==> src/rtl/msx_mouse_port_ctrl.sv <==
// MSX general-purpose port sequencer: joystick pass-through, or the 4-nibble
// MSX mouse protocol clocked by STR edges, built from accumulated host deltas.
module msx_mouse_port_ctrl #(
    parameter int TIMEOUT_CYCLES = 100000,
    parameter int SYNC_STAGES    = 2
) (
    input  logic       clk_sys,
    input  logic       reset,
    input  logic [5:0] joy_n,
    input  logic [8:0] mouse_x,
    input  logic [8:0] mouse_y,
    input  logic [7:0] mouse_flags,
    input  logic       mouse_strobe,
    input  logic       stra,
    output logic [5:0] port_n,
    output logic       mouse_mode,
    output logic [1:0] phase
);

    localparam int TW = $clog2(TIMEOUT_CYCLES + 1);
    localparam logic [TW-1:0] TIMEOUT_LOAD = TW'(TIMEOUT_CYCLES);

    logic [SYNC_STAGES-1:0] stra_sync_q;
    logic                   stra_prev_q;
    logic                   mode_q, mode_d;
    logic [1:0]             phase_q, phase_d;
    logic [7:0]             acc_x_q, acc_x_d, acc_y_q, acc_y_d;
    logic [7:0]             tx_x_q, tx_x_d, tx_y_q, tx_y_d;
    logic [3:0]             nibble_q, nibble_d;
    logic [TW-1:0]          timeout_q, timeout_d;
    logic [5:0]             port_q, port_d;

    logic       stra_s;
    logic       stra_edge;
    logic       edge_act;
    logic       mode_clear;
    logic [7:0] base_x, base_y;
    logic       unused_flags;

    assign stra_s       = stra_sync_q[SYNC_STAGES-1];
    assign stra_edge    = stra_s ^ stra_prev_q;
    assign edge_act     = mode_q & stra_edge;
    assign mode_clear   = ~(&joy_n) & ~mouse_strobe;
    assign unused_flags = ^mouse_flags[7:2];

    assign port_n     = port_q;
    assign mouse_mode = mode_q;
    assign phase      = phase_q;

    // Signed 10-bit intermediate clamped into the 8-bit accumulator range.
    function automatic logic [7:0] sat8(input logic [9:0] v);
        if (!v[9] && (v[8:7] != 2'b00))
            return 8'h7F;
        else if (v[9] && (v[8:7] != 2'b11))
            return 8'h80;
        else
            return v[7:0];
    endfunction

    // State register
    always_ff @(posedge clk_sys) begin
        if (reset) begin
            stra_sync_q <= '0;
            stra_prev_q <= 1'b0;
            mode_q      <= 1'b0;
            phase_q     <= 2'd0;
            acc_x_q     <= 8'd0;
            acc_y_q     <= 8'd0;
            tx_x_q      <= 8'd0;
            tx_y_q      <= 8'd0;
            nibble_q    <= 4'd0;
            timeout_q   <= '0;
            port_q      <= 6'h3F;
        end else begin
            stra_sync_q <= {stra_sync_q[SYNC_STAGES-2:0], stra};
            stra_prev_q <= stra_s;
            mode_q      <= mode_d;
            phase_q     <= phase_d;
            acc_x_q     <= acc_x_d;
            acc_y_q     <= acc_y_d;
            tx_x_q      <= tx_x_d;
            tx_y_q      <= tx_y_d;
            nibble_q    <= nibble_d;
            timeout_q   <= timeout_d;
            port_q      <= port_d;
        end
    end

    // Next-state logic
    always_comb begin
        mode_d    = mode_q;
        phase_d   = phase_q;
        acc_x_d   = acc_x_q;
        acc_y_d   = acc_y_q;
        tx_x_d    = tx_x_q;
        tx_y_d    = tx_y_q;
        nibble_d  = nibble_q;
        timeout_d = timeout_q;
        base_x    = acc_x_q;
        base_y    = acc_y_q;

        if (mode_clear) begin
            mode_d    = 1'b0;
            phase_d   = 2'd0;
            acc_x_d   = 8'd0;
            acc_y_d   = 8'd0;
            timeout_d = '0;
        end else begin
            if (mouse_strobe)
                mode_d = 1'b1;

            if (edge_act) begin
                timeout_d = TIMEOUT_LOAD;
                phase_d   = phase_q + 2'd1;
                case (phase_q)
                    2'd0: begin
                        // A delta arriving on the snapshot edge lands on the cleared value.
                        tx_x_d   = acc_x_q;
                        tx_y_d   = acc_y_q;
                        acc_x_d  = 8'd0;
                        acc_y_d  = 8'd0;
                        base_x   = 8'd0;
                        base_y   = 8'd0;
                        nibble_d = acc_x_q[7:4];
                    end
                    2'd1:    nibble_d = tx_x_q[3:0];
                    2'd2:    nibble_d = tx_y_q[7:4];
                    default: nibble_d = tx_y_q[3:0];
                endcase
            end else if (timeout_q != '0) begin
                timeout_d = timeout_q - TW'(1);
                if (timeout_q == TW'(1))
                    phase_d = 2'd0;
            end

            if (mouse_strobe) begin
                acc_x_d = sat8({{2{base_x[7]}}, base_x} - {mouse_x[8], mouse_x});
                acc_y_d = sat8({{2{base_y[7]}}, base_y} + {mouse_y[8], mouse_y});
            end
        end
    end

    // Output logic
    always_comb begin
        port_d = 6'h3F;
        if (mode_d)
            port_d = {~mouse_flags[1:0], nibble_d};
        else if (!stra_s)
            port_d = joy_n;
    end

endmodule

==> config.mk <==
export PLATFORM = sky130hd
export DESIGN_NAME = msx_mouse_port_ctrl
export DESIGN_NICKNAME = d
export VERILOG_FILES = /design/src/rtl/msx_mouse_port_ctrl.sv
export SDC_FILE = /design/constraint.sdc
export NUM_CORES = 1
export LEC_CHECK = 0
export ABC_AREA = 1
export BUFFER_PORTS_ARGS = -buffer_cell sky130_fd_sc_hd__buf_2
export CAP_MARGIN = 10
export CORE_UTILIZATION = 51
export DETAILED_ROUTE_END_ITERATION = 12
export PLACE_DENSITY = 0.71
export SLEW_MARGIN = 5
export SYNTH_ARGS = -nofsm -noshare
export SYNTH_HDL_FRONTEND = slang
export SYNTH_SLANG_ARGS = --single-unit
==> constraint.sdc <==
create_clock -name clk_sys -period 4.1 [get_ports clk_sys]
set_clock_uncertainty 0.1 [all_clocks]
set_input_delay 0.82 -clock clk_sys [delete_from_list [all_inputs] [get_ports clk_sys]]
set_output_delay 0.82 -clock clk_sys [all_outputs]
set_load 0.005 [all_outputs]
## After elaboration in Yosys (flattened, before gate mapping)

Index checks and enable logic that the tools add are counted.

| storage, ports and cells | value |
|---|---|
| register bits | 61 |
| output and inout bits | 9 |
| word-level logic and storage cells | 69 |

| cells by class | value |
|---|---|
| $add $sub $neg | 4 |
| equality and inequality tests | 5 |
| muxes and demuxes | 24 |
| bitwise operators | 7 |
| reduce and logical (&&, ||, !) cells | 17 |

Operator list:

| cell | number |
|---|---|
| $mux W8 | 12 |
| $mux W17 | 2 |
| $eq A17 B1 Y1 const B | 1 |
| $reduce_bool A17 Y1 | 1 |
| $sub A17 B1 Y17 const B | 1 |
| $mux W6 | 2 |
| $pmux W4 S3 | 1 |
| $add A8 B9 Y10 | 1 |
| $sub A8 B9 Y10 | 1 |
| $mux W4 | 2 |
| $reduce_bool A2 Y1 | 4 |
| $mux W2 | 3 |
| $reduce_and A6 Y1 | 1 |
| $logic_and A1 B1 Y1 | 4 |
| $ne A2 B2 Y1 const B | 2 |
| $not A1 Y1 | 3 |
| $reduce_and A3 Y1 | 1 |
| $reduce_or A3 Y1 | 1 |
| $add A2 B1 Y2 const B | 1 |
| $and A1 B1 Y1 | 2 |
| $eq A2 B1 Y1 const B | 1 |
| $eq A2 B2 Y1 const B | 1 |
| $logic_not A1 Y1 | 2 |
| $logic_not A2 Y1 | 1 |
| other kinds (5) | 6 |

## Depth between registers and ports, before layout

Gate-level depths: netlist of the first run.

| logic depth | value |
|---|---|
| depth in word-level cells | 10 |
| depth in mapped cells | 21 |

## Worst setup path before layout of the first run

OpenSTA, ideal clock, no wires.

| timing path | value |
|---|---|
| path type | register to register |
| start point | reg stra_sync_q[1] |
| end point | reg acc_y_q[2] |
| data arrival time | 2593 ps |
| required time | 3872 ps |
| slack | 1279 ps |
| stages on the path, launching flop included | 19 |
| path buffers | 2 |
| cells stage by stage | dfxtp_1 buf_6 nand2_1 inv_2 nor3_4 nand2_4 buf_2 nand2_1 inv_1 ha_1 fa_1 nand3_1 nand3_1 nand2_1 nand3_1 nand2_1 nand2_1 a21oi_1 a21oi_1 |

| on the way | value |
|---|---|
| cells in the longest elaborated chain, start to end | 10 |
| elaborated cells between the ends (all ways) | 13 |
| those cells by class | 1 x add/sub; 1 x eq/ne; 5 x mux; 2 x bitwise; 4 x reduce/logical |

RTL lines:

| element | RTL line | RTL |
|---|---|---|
| from (decl) | 23 | `logic [SYNC_STAGES-1:0] stra_sync_q;` |
| from (signal assigned) | 75 | `stra_sync_q <= {stra_sync_q[SYNC_STAGES-2:0], stra};` |
| $xor A1 B1 Y1 * | 41 | `assign stra_edge = stra_s ^ stra_prev_q;` |
| $and A1 B1 Y1 * | 42 | `assign edge_act = mode_q & stra_edge;` |
| $mux W8 * | 112 | `if (edge_act) begin` |
| $mux W8 | 102 | `if (mode_clear) begin` |
| $add A8 B9 Y10 | 138 | `acc_y_d = sat8({{2{base_y[7]}}, base_y} + {mouse_y[8], mouse_y});` |
| $ne A2 B2 Y1 | 54 | `else if (v[9] && (v[8:7] != 2'b11))` |
| $logic_and A1 B1 Y1 | 54 |  |
| $mux W8 | 54 |  |
| $mux W8 | 52 | `if (!v[9] && (v[8:7] != 2'b00))` |
| $mux W8 * | 136 | `if (mouse_strobe) begin` |
| to (signal assigned) | 80 | `acc_y_q <= acc_y_d;` |
| to (decl) | 27 | `logic [7:0] acc_x_q, acc_x_d, acc_y_q, acc_y_d;` |

Mark *: on every way between the ends. The rest lies on a longest branch, timed or not. The select of a mux whose other input is x is not followed.
A chain may end at the register's enable or synchronous reset.

## Worst setup path after layout of the first run

Same ends and word-level chain as after synthesis.

==> results of run 1 <==
## registers in the layout (all words and copies together) (netlist names), 2 cells and up
name         count
timeout_q       17
port_n           6
stra_sync_q      2
acc_y_q          8
nibble_q         4
acc_x_q          8
phase            2
tx_y_q           8
tx_x_q           4
## stage by stage
stage	area (µm²)	util [%]	setup slack, ps	hold WS (ps)
after global routing	4160	59.9	377	336
after global placement	3990	57.5	813	292
after detailed placement	3990	57.5	811	299
final	4160	59.9	753	306
after floorplan	3740	-	1280	288
after CTS	4160	59.9	780	310
## kinds of logic after synthesis
group / count (synthesis) / synth area share (%)
AND/OR/NAND/NOR: 257 / 28.7
AO/OA/AOI/OAI: 103 / 15.6
buffers and inverters: 96 / 10.1
flip-flops: 61 / 32.7
adder cells (fa/ha/maj): 27 / 9.44
XOR/XNOR: 15 / 3.52
## where the power goes
part | internal (W) | leakage (nW) | total [W] | switching, W
sequential | 0.000691 | 0.498 | 0.000772 | 0.0000807
clock | 0.000216 | 0.0743 | 0.000455 | 0.000238
combinational | 0.000357 | 1.56 | 0.000982 | 0.000626
## critical path: cells and delay by family (launching register included)
kind	cells	cell delay [ps]
buffers and inverters	1	60
DFF	1	500
AOI/OAI and AO/OA	2	530
and+or+nand+nor	10	1370
adders and majority gates	2	640
## worst paths after layout
kind | endpoint | slack [ps] | cells past startpoint
setup / recovery | acc_y_q[2] | 750 | 15
hold / removal | stra_sync_q[1] | 310 | 2
setup reg to reg | acc_y_q[2] | 750 | 15
hold reg to reg | stra_sync_q[1] | 310 | 2
## cells in the final DEF, fill, tap and decap left out, types with 2 or more instances in the layout
| cell type | n |
|---|---|
| a211oi_1 | 3 |
| a21oi_1 | 52 |
| a21oi_4 | 2 |
| a31oi_1 | 2 |
| a32oi_1 | 4 |
| buf_2 | 38 |
| clkbuf_8 | 9 |
| clkinv_2 | 2 |
| clkinvlp_4 | 4 |
| dfxtp_1 | 61 |
| fa_1 | 2 |
| ha_1 | 25 |
| inv_1 | 82 |
| inv_2 | 4 |
| nand2_1 | 146 |
| nand3_1 | 25 |
| nand4_1 | 4 |
| nor2_1 | 61 |
| nor3_1 | 6 |
| nor4_1 | 6 |
| o21ai_0 | 33 |
| o21bai_1 | 2 |
| o31ai_1 | 2 |
| or2_2 | 2 |
| xnor2_1 | 6 |
| xor2_1 | 9 |
## cell type report
cell class	count	area [µm²]
Sequential cell	61	1220
Multi-Input combinational cell	402	2140
Inverter	86	323
Clock buffer	10	128
Clock inverter	6	40.0
Tap cell	96	120
Timing Repair Buffer	38	190
Fill cell	682	2780
## routing by layer
layer	share of wire (%)	up-vias	routed length, µm	track usage [%]
li1	-	1884	-	-
met1	48	1583	3850	27.0
met2	48	44	3820	39.3
met3	2.8	13	223	5.37
met4	1.2	0	95	6.71
met5	0	-	0	0
==> results.toml, run 1 <==
[run_status]
status = "finished clean"

[yosys]
yosys_warnings = 0
synth.cell_area_um2 = 3740
syn_inst = 559
synth-main-ff-cell = "dfxtp_1"
synth_edf_count = 0
netlist.top_cell.by_area = "dfxtp_1"
syn_area_per_cell_um2 = 6.69
synth_cell_type_count = 36
yosys-top-cells-count = "146 x nand2_1, 82 x inv_1, 61 x dfxtp_1, 61 x nor2_1, 52 x a21oi_1"
syn-num-nets = 622
yosysMostFrequentCell = "nand2_1"
synth-seq-cells = 61
synth.area.top_cells = "dfxtp_1 33%, nand2_1 15%, ha_1 8.4%"
synth_top_area_share_pct = 32.7
async_reset_ff_share_pct = 0
yosysSeqAreaShare_pct = 32.7

[clock_network]
postCtsSetupBuffers = 0
cts_hold_buf = 0
cts.htree.levels = 3
ctsResizeCount = 0
cts_num_sinks = 61
clockBufferDepth = 2
root_buffer = "clkbuf_8"
cts_tree = "done"
cts_inserted_buffers = 9
clock_latency_ps = 340
clk_pin_slew_ps = 70

[final_layout]
layout-drive-gt1-share_pct = 10.9
final_net_count = 661
areaGrowthSynthToFinish_pct = 11.3
num_antenna_cells = 0
layoutNonFillerInstCount = 699

[timing]
rsz0062_at_grt = "false"
fin_setup_tns_ps = 0
tightestPinTransition_ps = 544
slew_viol_final = 0
hold_viol = 0
relSlewSlack_pct = 63.7
max_freq_mhz = 299
setup_viol = 0
fin_crit_ps = 3350
post-route-period-util_pct = 81.6

[global_route]
track_usage_pct = 22.3
antenna_found_initial = 0
gr-total-overflow = 0
grt_max_degree = 18
grt_pass1_vias = 3195
grt_pass1_wl_mm = 13.5

[critical_path]
path_class = "register to register"
critPathRequiredTime_ps = 4220
arrival_ps = 3460
cp_slowest_cell = "dfxtp_1"
crit_chain = "nor2_2, nor3_4, nand2_4, nand2_1, inv_1, ha_1, fa_1, nand3_1, nand3_1, nand2_1, nand3_1, nand2_1, nand2_1, a21oi_1, a21oi_1"
end_kind = "register"
reg2reg_from = "stra_sync_q[1]"
worst-path-max-fanout = 17
crit_start = "stra_sync_q[1]"
max_stage_delay_ps = 500
critPathMostFrequentCell = "nand2_1"
cp-start-kind = "register"

[pwr]
power_density_nw_per_um2 = 531
leakage_nw = 2.13
ir_drop_mv = 0.217
finalPower_w = 0.00221

[route]
dr.pass1.iters = 5
ant_nets = 0
route.detailed.drc = 0
drt-total-wl_mm = 7.99
first_iter_violations = 136
viasPerCell = 5.04
wl_per_cell_um = 11.4
vias = 3524

[placed_design]
dp_cells = 683
port-buffer-count = 38
globalplace.congestion = 0.822
dp_hpwl_mm = 6.08

[floorplanning]
initial_core_util_pct = 53.8
core_area_um2 = 6940
die-area_um2 = 7670
num_io_pins = 45
num_rows = 30
die_w_um = 87.6
die_h_um = 87.6

[hold_path]
holdCritPathClass = "register to register"
holdCritStartpoint = "stra_sync_q[0]"

[run]
drv_cap = 0
Note: power is estimated with default switching activity, not from simulation.
==> inputs of run 2 (changes only) <==
==> constraint.sdc (replaced) <==
create_clock -name clk_sys -period 3.1 [get_ports clk_sys]
set_clock_uncertainty 0.1 [all_clocks]
set_input_delay 0.62 -clock clk_sys [delete_from_list [all_inputs] [get_ports clk_sys]]
set_output_delay 0.62 -clock clk_sys [all_outputs]
set_load 0.005 [all_outputs]
==> run 2 against run 1 <==
Effect of this change: sequential share of layout area fell by 0.72 points; cell count grew 1.3%; via count increased by 0.57%; count of clock-buffer cells in the layout grew 1; wire length rose by 2.2%; largest cell class unchanged.
==> results.toml, run 2 (synthesis results as in run 1) <==
[floorplanning]
core_area_um2 = 6940
num_io_pins = 45
die_h_um = 87.6
die_w_um = 87.6
die-area_um2 = 7670
initial_core_util_pct = 53.8
num_rows = 30

[clock_network]
cts.htree.levels = 3
clockBufferDepth = 2
clk_pin_slew_ps = 70
clock_latency_ps = 340
cts_tree = "done"
cts_inserted_buffers = 9
postCtsSetupBuffers = 0
cts_num_sinks = 61
root_buffer = "clkbuf_8"

[final_layout]
multi_input_area_um2 = 2150
fill_cells = 685
layout-drive-gt1-share_pct = 12.9
areaGrowthSynthToFinish_pct = 14.2
largest_reg_flops = 17
layoutNonFillerInstCount = 708
seq_area_um2 = 1220
num_antenna_cells = 0
final_cell_mix = "145 x nand2_1, 82 x inv_1, 61 x nor2_1"
largest_register = "timeout_q"
final_net_count = 670
layout_commonest_cell = "nand2_1"

[global_route]
track_usage_pct = 23.0
antenna_found_initial = 0
grt_pass1_wl_mm = 14.0
grt_pass1_vias = 3277
gr-total-overflow = 0
grt_max_degree = 17

[critical_path]
max_stage_delay_ps = 420
crit_chain = "nor2_2, nor3_4, nand2_4, buf_4, nand2_1, inv_1, ha_1, nand2_1, inv_1, a21oi_1, nand2_1, nand2_1, nand2_1, nand2_1, a21oi_1, buf_4, a21oi_1"
path_class = "register to register"
end_kind = "register"
cp_slowest_cell = "dfxtp_2"
critPathRequiredTime_ps = 3270
worst-path-max-fanout = 9
cp-start-kind = "register"
critPathMostFrequentCell = "nand2_1"
arrival_ps = 3020

[route]
ant_nets = 0
first_iter_violations = 151
route.detailed.drc = 0
viasPerCell = 5.01
wl_per_cell_um = 11.5
vias = 3544
drt-total-wl_mm = 8.17
dr.pass1.iters = 4

[pwr]
power_density_nw_per_um2 = 708
leakage_nw = 2.20
ir_drop_mv = 0.336
finalPower_w = 0.00302

[timing]
fin_crit_ps = 2860
max_freq_mhz = 350
tightestPinTransition_ps = 437
post-route-period-util_pct = 92.1
fin_setup_tns_ps = 0
slew_viol_final = 0
holdWs_ps = 300
setup_viol = 0
relSlewSlack_pct = 70.8
hold_viol = 0
rsz0062_at_grt = "false"

[placed_design]
dp_cells = 692
port-buffer-count = 38
globalplace.congestion = 0.813
dp_hpwl_mm = 6.26

[run_status]
status = "finished clean"

[run]
drv_cap = 0

[hold_path]
holdCritPathClass = "register to register"
run 2: area by class of cell:
cell class,instances,share of cell area [%]
clock buffer,11,3.31
clock inverter,5,1.17
inverter,86,7.56
multi-input combinational,402,50.5
sequential,61,28.6
tap,96,2.81
timing repair buffer,47,6.04
run 2: final timing paths:
kind	to	cells after the start	slack, ps	from
worst min register to register	stra_sync_q[1]	2	300	stra_sync_q[0]
worst max register to register	acc_y_q[2]	17	240	stra_sync_q[1]
worst min-delay path	stra_sync_q[1]	2	300	stra_sync_q[0]
worst max-delay path	acc_y_q[2]	17	240	stra_sync_q[1]
run 2: what timing repair did:
action                     4_1_cts  5_1_grt
setup endpoints to repair        0       14
resized for setup                0        5
hold buffers                     0        0
run 2: worst max-delay path: cells and delay by family, from the launching register on:
kind,cells,cell delay (ps)
simple gates,9,1000
buf+inv,4,460
compound gates,3,450
flops,1,420
fa+ha+maj,1,340
run 2: report_power, final:
part / total, W / switching (W) / internal [W]
clock network: 0.000686 / 0.000299 / 0.000387
logic: 0.00132 / 0.000833 / 0.000483
registers: 0.00102 / 0.000106 / 0.000915
total: 0.00302 / 0.00124 / 0.00178
run 2: per-layer routing:
metal,vias up,GRT usage [%],share of wire [%],routed length (µm)
met1,1578,28.8,48,3890
met2,58,39.5,48,3880
met3,15,5.84,3.4,275
met4,0,6.41,1.4,116
li1,1893,-,-,-
met5,-,0,0,0
run 2: through the flow:
stage	cell area (µm²)	setup WS (ps)	util [%]
after floorplan	3740	279	-
after global placement	4060	160	58.5
after detailed placement	4060	145	58.5
after CTS	4250	113	61.2
after global routing	4270	18.4	61.5
final	4270	244	61.5
